`src/rtl/inert_spi_seq.sv`:
```
// ---------------------------------------------------------------------------
// inert_spi_seq
//   Command sequencer sitting directly upstream of the SPI master. After reset
//   it waits a power-up delay, issues three fixed configuration writes to the
//   inertial sensor, then services each data-ready interrupt by reading the
//   yaw-rate low and high registers and presenting the assembled 16-bit value
//   with a one-cycle valid pulse.
//
// Ports
//   clk      in   1   system clock
//   rst_n    in   1   asynchronous active-low reset
//   INT      in   1   sensor data-ready, asynchronous level, active-high
//   done     in   1   SPI master transaction complete, 1-cycle pulse
//   rd_data  in   16  SPI master read data, valid while done=1
//   wrt      out  1   start SPI transaction, 1-cycle pulse
//   cmd      out  16  SPI command word, stable from wrt until done
//   yaw_rt   out  16  latest signed yaw rate {high byte, low byte}
//   vld      out  1   yaw_rt updated, 1-cycle pulse
// ---------------------------------------------------------------------------
`timescale 1ns/1ps

module inert_spi_seq #(
  parameter int          TMR_W = 16,
  parameter logic [15:0] INIT0 = 16'h0D02,
  parameter logic [15:0] INIT1 = 16'h1160,
  parameter logic [15:0] INIT2 = 16'h1450,
  parameter logic [15:0] RD_L  = 16'hA600,
  parameter logic [15:0] RD_H  = 16'hA700
) (
  input  logic        clk,
  input  logic        rst_n,
  input  logic        INT,
  input  logic        done,
  input  logic [15:0] rd_data,
  output logic        wrt,
  output logic [15:0] cmd,
  output logic [15:0] yaw_rt,
  output logic        vld
);

  typedef enum logic [2:0] {
    PWR_WAIT,
    W_INIT0,
    W_INIT1,
    W_INIT2,
    IDLE,
    W_RDL,
    W_RDH,
    VALID
  } state_t;

  state_t             r_state;
  state_t             w_state_nxt;
  logic [TMR_W-1:0]   r_timer;
  logic               r_int_ff1;
  logic               r_int_ff2;
  logic               r_wrt;
  logic [15:0]        r_cmd;
  logic [7:0]         r_yaw_l;
  logic [15:0]        r_yaw_rt;
  logic               r_vld;

  logic               w_timer_full;
  logic               w_wrt_set;
  logic [15:0]        w_cmd_nxt;
  logic               w_cap_l;
  logic               w_load_yaw;
  logic               w_unused_rd_hi;

  assign w_timer_full = &r_timer;

  // Only the low byte of each read carries register data.
  assign w_unused_rd_hi = ^rd_data[15:8];

  // INT is asynchronous to clk; the FSM only ever looks at the second flop.
  // NOTE: sequential state uses non-blocking assignments so every flop samples
  // pre-edge values and the ff1 -> ff2 shift cannot collapse into one stage.
  always_ff @(posedge clk or negedge rst_n) begin
    if (!rst_n) begin
      r_int_ff1 <= 1'b0;
      r_int_ff2 <= 1'b0;
    end else begin
      r_int_ff1 <= INT;
      r_int_ff2 <= r_int_ff1;
    end
  end

  // State register and power-up timer.
  always_ff @(posedge clk or negedge rst_n) begin
    if (!rst_n) begin
      r_state <= PWR_WAIT;
      r_timer <= '0;
    end else begin
      r_state <= w_state_nxt;
      if (r_state == PWR_WAIT)
        r_timer <= r_timer + TMR_W'(1);
    end
  end

  // Next-state logic. done and INT are simply not looked at in states that
  // do not expect them, which is what makes stray pulses harmless.
  // NOTE: every combinational output gets a default before the case so no
  // path leaves it unassigned and no latch is inferred.
  always_comb begin
    w_state_nxt = r_state;
    unique case (r_state)
      PWR_WAIT: if (w_timer_full) w_state_nxt = W_INIT0;
      W_INIT0:  if (done)         w_state_nxt = W_INIT1;
      W_INIT1:  if (done)         w_state_nxt = W_INIT2;
      W_INIT2:  if (done)         w_state_nxt = IDLE;
      IDLE:     if (r_int_ff2)    w_state_nxt = W_RDL;
      W_RDL:    if (done)         w_state_nxt = W_RDH;
      W_RDH:    if (done)         w_state_nxt = VALID;
      VALID:                      w_state_nxt = IDLE;
      default:                    w_state_nxt = PWR_WAIT;
    endcase
  end

  // Output decisions, registered below so wrt/cmd appear one cycle later.
  always_comb begin
    w_wrt_set  = 1'b0;
    w_cmd_nxt  = r_cmd;
    w_cap_l    = 1'b0;
    w_load_yaw = 1'b0;
    unique case (r_state)
      PWR_WAIT: if (w_timer_full) begin w_wrt_set = 1'b1; w_cmd_nxt = INIT0; end
      W_INIT0:  if (done)         begin w_wrt_set = 1'b1; w_cmd_nxt = INIT1; end
      W_INIT1:  if (done)         begin w_wrt_set = 1'b1; w_cmd_nxt = INIT2; end
      IDLE:     if (r_int_ff2)    begin w_wrt_set = 1'b1; w_cmd_nxt = RD_L;  end
      W_RDL:    if (done) begin
        w_wrt_set = 1'b1;
        w_cmd_nxt = RD_H;
        w_cap_l   = 1'b1;
      end
      W_RDH:    if (done)         w_load_yaw = 1'b1;
      default: ;
    endcase
  end

  // The high byte goes straight from rd_data into yaw_rt on the final done,
  // so the new value and vld both become visible in the VALID cycle.
  always_ff @(posedge clk or negedge rst_n) begin
    if (!rst_n) begin
      r_wrt    <= 1'b0;
      r_cmd    <= 16'h0000;
      r_yaw_l  <= 8'h00;
      r_yaw_rt <= 16'h0000;
      r_vld    <= 1'b0;
    end else begin
      r_wrt <= w_wrt_set;
      r_vld <= w_load_yaw;
      r_cmd <= w_cmd_nxt;
      if (w_cap_l)
        r_yaw_l <= rd_data[7:0];
      if (w_load_yaw)
        r_yaw_rt <= {rd_data[7:0], r_yaw_l};
    end
  end

  assign wrt    = r_wrt;
  assign cmd    = r_cmd;
  assign yaw_rt = r_yaw_rt;
  assign vld    = r_vld;

endmodule

```
`config.mk`:
```
export PLATFORM = sky130hd
export DESIGN_NAME = inert_spi_seq
export DESIGN_NICKNAME = d
export VERILOG_FILES = /design/src/rtl/inert_spi_seq.sv
export SDC_FILE = /design/constraint.sdc
export NUM_CORES = 1
export LEC_CHECK = 0
export BUFFER_PORTS_ARGS = -buffer_cell sky130_fd_sc_hd__buf_2
export CAP_MARGIN = 0
export CORE_MARGIN = 5
export CORE_UTILIZATION = 45
export DETAILED_ROUTE_END_ITERATION = 10
export GPL_TIMING_DRIVEN = 1
export PLACE_DENSITY_LB_ADDON = 0.25
export SYNTH_ARGS = -nofsm -noshare
export SYNTH_HDL_FRONTEND = slang
export SYNTH_SLANG_ARGS = --single-unit
export TNS_END_PERCENT = 100
```
`constraint.sdc`:
```
create_clock -name clk -period 1.9 [get_ports clk]
set_input_delay 0 -clock clk [delete_from_list [all_inputs] [get_ports clk]]
set_output_delay 0 -clock clk [all_outputs]
set_load 0.02 [all_outputs]
```
==> impl_metrics.csv <==
group,metric,value,unit
synthesis,synth_area_leader_cell,"dfrtp_1",
power_and_ir_drop,power.density,1240,nW/um^2
timing,tightest_slew,0.578,ns
power_and_ir_drop,peakVddDrop,697,uV
flow_run,drv_cap,0,
critical_path,critPathMaxFanout,4,
hold_path,hold_path.class,"input port to flop",
drt,ant_nets,0,
critical_path,r2r_end,"r_timer[8]",
timing,setup_ws,0.211,ns
global_route,grt_overflow,0,
placement,port_buffers,40,
critical_path,worstSetupStartpoint,"r_timer[0]",
global_route,grt_pass1_vias,1717,
synthesis,synthTopCellsByArea,"dfrtp_1, nand2_1, mux2_2",
drt,drc,0,
cts,clkSinkCount,54,
critical_path,path_class,"flop to flop",
hold_path,hp-start,"done",
die,start_util,46.9,%
cts,clk_pin_slew,0.10,ns
timing,rsz0062_at_grt,"no",
drt,wl,4610,um
layout,drive_gt1_share,24.7,%
synthesis,synth_top_area_share,55.3,%
critical_path,cp.required,2.10,ns
placement,place_congestion,0.775,
drt,firstDrtPassIters,5,
global_route,grt_pass1_wl,8060,um
global_route,track_usage,14.1,%
die,num_io_pins,54,
power_and_ir_drop,power_leakage,1.46,nW
die,die_height,83.7,um
timing,finalHoldViolCount,0,
layout,layout.nets,308,
run_status,status,"finished, final reports clean",
layout,fill_cells,454,
die,die-width,83.7,um
critical_path,cp.arrival,1.89,ns
cts,cts-root-buf,"clkbuf_8",
timing,finalClockSkew,0.00651,ns
die,rows,26,
cts,cts_hold_buf,10,
timing,slew_viol_final,0,
cts,clk_latency,0.31,ns
cts,cts_setup_buffers,0,
timing,setup-tns-final,0,ns
synthesis,yosysWarnings,0,
layout,fin_area,2900,um^2
timing,setup_viol,0,
timing,slew-limit-headroom,61.5,%
placement,pre_cts_ws,0.229,ns
critical_path,crit_path_end_kind,"flop",
synthesis,synth_cells,236,
synthesis,synth.avg_cell_area,10.3,um^2
drt,drt_iter0_drc,65,
cts,cts_buffers,5,
drt,dr_total_vias,1777,
die,dieArea,7000,um^2
critical_path,endpoint,"r_timer[8]",
timing,finalCritPeriodShare,88.9,%
critical_path,crit_path_start_kind,"flop",
synthesis,ys_types,45,
critical_path,r2r_start,"r_timer[0]",
placement,detailed_place_hpwl,3190,um
critical_path,r2r_cells,5,
placement,placed_area,2700,um^2
global_route,grt_start_max_net_pins,31,
layout,area_growth,18.7,%
cts,ctsResizeCount,0,
synthesis,ys_async_sr_fraction,100,%
cts,cts_tree,"built",
synthesis,ys.flop_type,"dfrtp_1",
synthesis,syn_area,2440,um^2
timing,period_needed,1.69,ns
synthesis,ys_seq_area_share,55.3,%
drt,wl_per_cell,12.9,um
layout,diodes,0,
cts,h-tree-depth,2,
critical_path,reg2reg_slack,0.21,ns
synthesis,synth-edff-count,0,
die,coreArea,5200,um^2
cts,clk_path_buf_depth,2,
global_route,antenna_found_initial,0,
drt,vias_per_cell,4.96,
layout,post-route-util,55.7,%
layout,final_cells,358,
timing,fmax,0.592,GHz
placement,dp.cells,340,
synthesis,synth_seq_cells,54,
==> through the flow <==
| step | hold slack [ns] | power, mW |
|---|---|---|
| after floorplan | -0.296 | 2.56 |
| after global placement | 0.0360 | 2.93 |
| after detailed placement | 0.0432 | 2.95 |
| after CTS | 0.0329 | 3.67 |
| after global routing | 0.0693 | 3.87 |
| final | 0.0568 | 3.61 |
==> state kept, by name, indices dropped and copies added, names as in the netlist <==
name and flops:
r_timer 16, yaw_rt 16, r_yaw_l 8, cmd 7, r_state 3, r_int_ff1 1
r_int_ff2 1, vld 1, wrt 1
==> kinds of logic after synthesis <==
group | after synthesis | share of synthesized area [%]
xor+xnor | 15 | 5.38
compound gates | 25 | 6.61
fa+ha+maj | 1 | 0.512
simple gates | 109 | 22.5
mux | 9 | 4.15
buf+inv | 22 | 5.38
flops | 54 | 55.3
other cells | 1 | 0.154
==> power by group <==
part / leakage, nW / internal, mW / switching [mW]
Combinational: 0.726 / 0.518 / 0.775
Sequential: 0.690 / 1.46 / 0.171
Clock: 0.0478 / 0.301 / 0.387
Total: 1.46 / 2.28 / 1.33
==> metal layers <==
| layer | global-route usage [%] | wire length, um | vias to the layer above |
|---|---|---|---|
| met5 | 0 | 0 | - |
| met4 | 5.26 | 72 | 0 |
| met3 | 3.65 | 251 | 7 |
| met2 | 21.5 | 2130 | 40 |
| met1 | 19.2 | 2150 | 850 |
| li1 | - | - | 880 |
==> how the worst min path moves through the flow <==
stage                 end  slack [ns]  depth (start not counted)
6_report       r_state[2]        0.06                          3
5_1_grt        r_state[2]        0.07                          3
4_1_cts        r_state[2]        0.03                          3
3_5_place_dp      cmd[13]        0.04                          1
3_3_place_gp      cmd[12]        0.04                          1
2_1_floorplan     cmd[10]       -0.30                          0
==> cells in the final DEF, fill, tap and decap left out, drive strengths merged, types with 4 or more instances in the layout <==
cell type    Yosys  layout
xnor2            6       6
nor2             9       9
o21ai            5       5
mux2             9       9
nand4            7       7
inv              3       4
dlygate4sd3      0      10
nand2           57      57
nand2b           4       4
clkbuf           2       6
dfrtp           54      54
nand3            8       8
a21oi            8       8
conb             1       5
buf             16      48
nor3             9       9
nor2b            4       4
xor2             9       9
==> Yosys cell counts, types with 2 or more instances <==
cell type	count
a21oi_1	8
buf_2	6
buf_4	9
clkbuf_1	2
dfrtp_1	54
inv_1	3
mux2_2	9
nand2_1	57
nand2b_1	4
nand3_1	8
nand4_1	7
nor2_1	8
nor2b_1	4
nor3_1	7
o21a_1	2
o21ai_0	5
o31ai_1	2
xnor2_1	6
xor2_1	9
==> worst max-delay path: stages, from the launching register on <==
cell and delay [ns]:
dfrtp_1 0.42, ha_1 0.25, or4b_4 0.53, nor2_4 0.12, nand4_1 0.12, xnor2_1 0.14
==> layout make-up <==
type	instances	area, um^2	area share [%]
inverters	4	15.0	0.518
well taps	70	87.6	3.02
flip-flops and latches	54	1350	46.6
repair buffers	58	373	12.9
multi-input cells	164	975	33.6
clock inverters	2	16.3	0.561
clock buffers	6	82.6	2.85
No activity file was read; power rests on OpenSTA's default activity.
